`config.mk`:
```
export PLATFORM = sky130hd
export DESIGN_NAME = mux_scan_nto1
export DESIGN_NICKNAME = d
export VERILOG_FILES = /design/src/rtl/mux_scan_pkg.sv /design/src/rtl/mux_scan_ptr.sv /design/src/rtl/mux_scan_nto1.sv
export SDC_FILE = /design/constraint.sdc
export NUM_CORES = 1
export LEC_CHECK = 0
export CAP_MARGIN = 25
export CORE_AREA = 2 2 42 44
export DETAILED_ROUTE_END_ITERATION = 10
export DIE_AREA = 0 0 44 46
export DONT_BUFFER_PORTS = 1
export PLACE_DENSITY = 0.76
export SYNTH_ARGS = -nofsm -noshare
export SYNTH_HDL_FRONTEND = slang
export SYNTH_SLANG_ARGS = --single-unit
```
`constraint.sdc`:
```
create_clock -name clk -period 1.2 [get_ports clk]
set_input_delay 0.06 -clock clk [delete_from_list [all_inputs] [get_ports clk]]
set_output_delay 0.06 -clock clk [all_outputs]
set_load 0.02 [all_outputs]
```
`src/rtl/mux_scan_pkg.sv`:
```
// mux_scan_pkg: shared state type, mode constants and the next-enabled-channel search.
//   S_MAN/S_AUTO  operating states of mux_scan_nto1
//   MODE_MAN/AUTO encodings of the mode input
//   next_en()     next enabled channel above cur, wrapping at nch
package mux_scan_pkg;

   typedef enum logic {S_MAN = 1'b0, S_AUTO = 1'b1} state_t;

   localparam logic MODE_MAN  = 1'b0;
   localparam logic MODE_AUTO = 1'b1;

   // Upper bound on channel count for the search; the loop is fixed-length so it unrolls.
   localparam int unsigned MAX_CH = 64;

   // Returns the first index after cur (wrapping past nch-1) whose mask bit is set.
   // Returns cur when no other channel is enabled.
   function automatic int unsigned next_en(input int unsigned cur, input int unsigned nch,
                                           input logic [MAX_CH-1:0] mask);
      int unsigned idx;
      logic found;
      next_en = cur;
      found = 1'b0;
      for (int unsigned i = 1; i <= MAX_CH; i++) begin
         idx = cur + i;
         if (idx >= nch) idx = idx - nch;
         if (!found && i <= nch && mask[idx[5:0]]) begin
            next_en = idx;
            found = 1'b1;
         end
      end
   endfunction

endpackage

```
`src/rtl/mux_scan_ptr.sv`:
```
// mux_scan_ptr: auto-scan channel pointer, dwell counter and wrap detection.
//   clk, rst    clock, asynchronous active-high reset
//   start       entering auto mode: pointer to first enabled channel, counter cleared
//   run         auto mode active; pointer and counter freeze while low
//   slot_free   output register can accept a sample this edge
//   mask        per-channel enable (all ones when masking is not built in)
//   ptr         current channel
//   fire        capture ptr's channel on this edge
//   wrap        pointer search passes the top channel on this edge
module mux_scan_ptr
   import mux_scan_pkg::*;
#(
   parameter int NCH   = 4,
   parameter int DWELL = 4,
   localparam int SELW = $clog2(NCH),
   localparam int CW   = (DWELL > 1) ? $clog2(DWELL) : 1
) (
   input  logic            clk,
   input  logic            rst,
   input  logic            start,
   input  logic            run,
   input  logic            slot_free,
   input  logic [NCH-1:0]  mask,
   output logic [SELW-1:0] ptr,
   output logic            fire,
   output logic            wrap
);

   localparam logic [CW-1:0] LAST = CW'(DWELL - 1);

   logic [SELW-1:0]   ptr_q, ptr_d, nxt, first;
   logic [CW-1:0]     cnt_q, cnt_d;
   logic [MAX_CH-1:0] mask_w;
   logic              any_en, due;

   always_comb begin
      mask_w = MAX_CH'(mask);
      any_en = |mask;
      nxt = SELW'(next_en(32'(ptr_q), NCH, mask_w));
      // Searching upward from the top index lands on the lowest enabled channel.
      first = SELW'(next_en(NCH - 1, NCH, mask_w));
      // Dwell complete and the output can take it; backpressure parks the counter at LAST.
      due = run && any_en && (cnt_q == LAST) && slot_free;
      // A channel masked off mid-dwell is stepped over without a capture.
      fire = due && mask[ptr_q];
      wrap = due && (nxt <= ptr_q);
      ptr_d = start ? first : (due ? nxt : ptr_q);
      cnt_d = (start || (run && !any_en) || due) ? '0 :
              (!run || cnt_q == LAST) ? cnt_q : cnt_q + 1'b1;
   end

   always_ff @(posedge clk or posedge rst) begin
      if (rst) begin
         ptr_q <= '0;
         cnt_q <= '0;
      end else begin
         ptr_q <= ptr_d;
         cnt_q <= cnt_d;
      end
   end

   assign ptr = ptr_q;

endmodule

```
`src/rtl/mux_scan_nto1.sv`:
```
// mux_scan_nto1: N-channel registered multiplexer, manual or round-robin auto-scan, valid/ready output.
//   clk, rst   clock, asynchronous active-high reset
//   mode       0 manual (sel_in picks the channel), 1 auto-scan with DWELL cycles per channel
//   sel_in     manual channel select
//   d_in       packed channel data, channel k at d_in[k*W +: W]
//   out_ready  downstream accepts the held sample
//   out_valid  q/q_sel hold a sample
//   q, q_sel   sample data and its source channel
//   scan_wrap  one-cycle pulse when the auto pointer wraps past the top channel
//   sel_err    one-cycle pulse when a manual capture selected a non-existent (or masked) channel
//   ch_mask    channel enables, present only when MUX_SCAN_MASK_EN is defined
module mux_scan_nto1
   import mux_scan_pkg::*;
#(
   parameter int NCH   = 4,
   parameter int W     = 4,
   parameter int DWELL = 4,
   localparam int SELW = $clog2(NCH)
) (
   input  logic             clk,
   input  logic             rst,
   input  logic             mode,
   input  logic [SELW-1:0]  sel_in,
   input  logic [NCH*W-1:0] d_in,
   input  logic             out_ready,
`ifdef MUX_SCAN_MASK_EN
   input  logic [NCH-1:0]   ch_mask,
`endif
   output logic             out_valid,
   output logic [W-1:0]     q,
   output logic [SELW-1:0]  q_sel,
   output logic             scan_wrap,
   output logic             sel_err
);

   state_t          state_q, state_d;
   logic [W-1:0]    ch [NCH];
   logic [W-1:0]    q_q, q_d;
   logic [SELW-1:0] q_sel_q, q_sel_d, ptr;
   logic            out_valid_q, out_valid_d;
   logic            scan_wrap_q, scan_wrap_d;
   logic            sel_err_q, sel_err_d;
   logic            slot_free, man_cap, sel_bad, start, fire, wrap;
   logic [NCH-1:0]  mask;

`ifdef MUX_SCAN_MASK_EN
   assign mask = ch_mask;
`else
   assign mask = '1;
`endif

   always_comb begin
      for (int k = 0; k < NCH; k++) ch[k] = d_in[k*W +: W];
   end

   always_comb begin
      state_d = (mode == MODE_AUTO) ? S_AUTO : S_MAN;
      start = (state_q == S_MAN) && (state_d == S_AUTO);
      // A held sample is never overwritten; it may be replaced on the edge it transfers.
      slot_free = !out_valid_q || out_ready;
      man_cap = (state_q == S_MAN) && slot_free;
      sel_bad = (32'(sel_in) >= NCH) || !mask[sel_in];
      q_d = man_cap ? (sel_bad ? '0 : ch[sel_in]) : (fire ? ch[ptr] : q_q);
      q_sel_d = man_cap ? sel_in : (fire ? ptr : q_sel_q);
      out_valid_d = man_cap || fire || (out_valid_q && !out_ready);
      sel_err_d = man_cap && sel_bad;
      scan_wrap_d = wrap;
   end

   mux_scan_ptr #(
      .NCH   (NCH),
      .DWELL (DWELL)
   ) u_ptr (
      .clk       (clk),
      .rst       (rst),
      .start     (start),
      .run       (state_q == S_AUTO),
      .slot_free (slot_free),
      .mask      (mask),
      .ptr       (ptr),
      .fire      (fire),
      .wrap      (wrap)
   );

   always_ff @(posedge clk or posedge rst) begin
      if (rst) begin
         state_q     <= S_MAN;
         q_q         <= '0;
         q_sel_q     <= '0;
         out_valid_q <= 1'b0;
         scan_wrap_q <= 1'b0;
         sel_err_q   <= 1'b0;
      end else begin
         state_q     <= state_d;
         q_q         <= q_d;
         q_sel_q     <= q_sel_d;
         out_valid_q <= out_valid_d;
         scan_wrap_q <= scan_wrap_d;
         sel_err_q   <= sel_err_d;
      end
   end

   assign out_valid = out_valid_q;
   assign q         = q_q;
   assign q_sel     = q_sel_q;
   assign scan_wrap = scan_wrap_q;
   assign sel_err   = sel_err_q;

endmodule
```
==> out/summary.txt <==
Unrepaired setup endpoints after global routing: yes
Worst Hold End: u_ptr.ptr[0]$_DFFE_PP0P_
Seq/Total Area, Yosys: 40.2%
Seq cells post-synth: 13
Req. time, crit path: 1.37 ns
Worst EP arrival: 1.42 ns
Nets: 110
Sw Share: 36.2%
TritonRoute pass-1 iters: 4
Cells after Synth: 74
Final count of hold timing violations: 0
Worst Reg-to-Reg Cells: 3
HP Class: in -> reg
Leak pwr: 0.390 nW
Avg WL per Cell: 16.8 um
Design Area, Final: 967 um^2
Syn Area/Cell: 10.9 um^2
Hold depth: 3
FF-to-FF Start: u_ptr.ptr[0]$_DFFE_PP0P_
Diode count: 0
CTS tree: yes
Combinational share of power: 32.9%
Fmax: 801 MHz
Minimum clock period: 1.25 ns
Die area: 0.00202 mm^2
Die Y: 46 um
Finish-stage setup viols: 4
Yosys warnings: 0
Tot Pwr: 1.52 mW
Crit Path Max Fanout: 6
Hpwl dp: 1.25 mm
Most frequent cells in the layout: dfrtp_1, nor2_1, a21oi_1, buf_4, mux4_2
Reg2reg end: q[0]$_DFFE_PP0P_
Synth Net Count: 99
Most common cell after layout, fill and taps aside: dfrtp_1
Final Cycle Share: 104%
Worst R2R Setup Slack: -0.05 ns
I/O Buffers: 0
Largest net degree at the start of global routing: 14
Vias post-DR: 641
ANT nets after route: 0
Area grow syn2layout: 19.7%
VDD IR max: 0.845 mV
CTS sink count: 13
Routability congestion estimate: 0.773
Clock Tree Buf Depth: 2
Fillcell total: 130
Int Pwr: 969 uW
Sequential Area: 328 um^2
Final TNS setup: -0.155 ns
Clock power share: 18.2%
Placed instance area: 838 um^2
Die Wd: 44 um
Starting density of the core: 50.1%
First-pass GRT wire length: 2.76 mm
Startpoint types: flip-flop
Area occupied by multi-input gates: 480 um^2
Status: finished with violations
P_sw: 550 uW
Failing checks: negative setup slack
Layout cell share with drive strength beyond 1: 31.0%
Pwr/cell area: 1570 mW/mm^2
Grt ovf: 0
Num CTS Buffers: 3
Root Driver: clkbuf_4
Reg power frac: 49.0%
Hold_sp: mode
Drt via density: 6.35
Final WS setup: -0.0484 ns
Final Routed Wirelength: 1.70 mm
Ports: 31
Crit. End Element: flip-flop
H-tree depth: 1
Cell Area, Synth: 808 um^2
MaxCap Viol Count: 0
DRC Markers: 0
Number of global-route vias before repair: 650
CTS clock-pin slew for the worst setup and hold paths: 0.08 ns
All-layer global routing usage: 19.4%
Initial antenna violation count: 0
Rows: 15
Distinct cell type count after synthesis: 20
Hold slack: 0.00531 ns
Clk_skew: 0.00216 ns
Slew Viols, Final: 0
Core region area: 0.00161 mm^2
Clock Latency Late Sink: 0.28 ns
Setup CP Type: reg -> reg
DRT iter0 DRCs: 20
[timing repair]
action | 4_1_cts | 5_1_grt
buffers inserted | 0 | 1
endpoints found under the hold margin | 16 | 0
setup endpoints to repair | 6 | 10
hold buffers | 4 | 0
cloned | 0 | 0
gates resized for setup | 8 | 3
pin swaps | 2 | 0
[worst max path at each step]
stage | start | endpoint | slack (ns) | depth (start not counted)
3_3_place_gp | u_ptr.ptr[0]$_DFFE_PP0P_ | q[0]$_DFFE_PP0P_ | -0.11 | 3
4_1_cts | u_ptr.ptr[0]$_DFFE_PP0P_ | q[0]$_DFFE_PP0P_ | -0.06 | 3
3_5_place_dp | u_ptr.ptr[0]$_DFFE_PP0P_ | q[0]$_DFFE_PP0P_ | -0.17 | 3
5_1_grt | u_ptr.ptr[0]$_DFFE_PP0P_ | q[0]$_DFFE_PP0P_ | -0.12 | 3
6_report | u_ptr.ptr[0]$_DFFE_PP0P_ | q[0]$_DFFE_PP0P_ | -0.05 | 3
2_1_floorplan | u_ptr.ptr[0]$_DFFE_PP0P_ | q[0]$_DFFE_PP0P_ | -0.03 | 4
[cell usage after synthesis]
cell / number / area [um^2]
a21oi_1: 7 / 35.0
a22o_1: 1 / 8.76
buf_2: 2 / 10.0
buf_4: 2 / 15.0
buf_6: 1 / 11.3
conb_1: 1 / 3.75
dfrtp_1: 13 / 325
ha_1: 3 / 37.5
inv_1: 5 / 18.8
mux4_1: 2 / 52.6
mux4_2: 6 / 135
nand2_1: 6 / 22.5
nand2b_1: 2 / 12.5
nand3_1: 1 / 5.00
nor2_1: 9 / 33.8
nor3_1: 2 / 10.0
o21ai_0: 2 / 10.0
o22ai_1: 7 / 43.8
o32ai_1: 1 / 8.76
xnor2_1: 1 / 8.76
[power groups by stage]
| stage | clock (mW) | sequential, mW | combinational [mW] |
|---|---|---|---|
| floorplan | 0 | 0.699 | 0.362 |
| global placement | 0 | 0.731 | 0.403 |
| detailed placement | 0 | 0.740 | 0.416 |
| CTS | 0.277 | 0.737 | 0.466 |
| global route | 0.294 | 0.765 | 0.555 |
| finish | 0.276 | 0.744 | 0.499 |
[metal layers]
layer	global-route usage [%]	up-vias	wire, um
li1	-	291	-
met1	23.4	324	703
met2	29.7	22	858
met3	3.57	4	92
met4	17.0	0	45
met5	0	-	0
[flip-flops by register name (all words and copies together) (netlist names)]
signal	cells
out_valid	1
q	4
q_sel	2
scan_wrap	1
state_q	1
u_ptr.cnt_q	2
u_ptr.ptr	2
[critical path: stages (launching register included)]
cell     delay (ns)
dfrtp_2        0.46
mux4_2         0.53
o22ai_2        0.10
nor2_1         0.06
[layout make-up]
| class | instances | area share, % |
|---|---|---|
| Clock buffer | 4 | 2.72 |
| Inverter | 5 | 1.94 |
| Tap cell | 17 | 2.20 |
| Sequential cell | 13 | 33.9 |
| Timing Repair Buffer | 11 | 9.57 |
| Multi-Input combinational cell | 51 | 49.7 |
[stage by stage]
step	worst slack, ns	cells	util [%]
finish	-0.0484	101	59.9
global route	-0.118	101	59.9
CTS	-0.0596	100	58.6
detailed placement	-0.166	92	51.9
global placement	-0.114	92	51.9
floorplan	-0.0259	74	-
[logic make-up (layout without fill, tap and decap cells)]
logic type      count (synthesis)  count (layout)  synth area share, %
simple gates                   20              20                 10.4
compound gates                 18              18                 13.2
flops                          13              13                 40.2
buf+inv                        10              20                 6.81
mux                             8               8                 23.2
fa+ha+maj                       3               3                 4.64
other cells                     1               1                0.464
xor+xnor                        1               1                 1.08
Power figures use the tool's default switching activity.
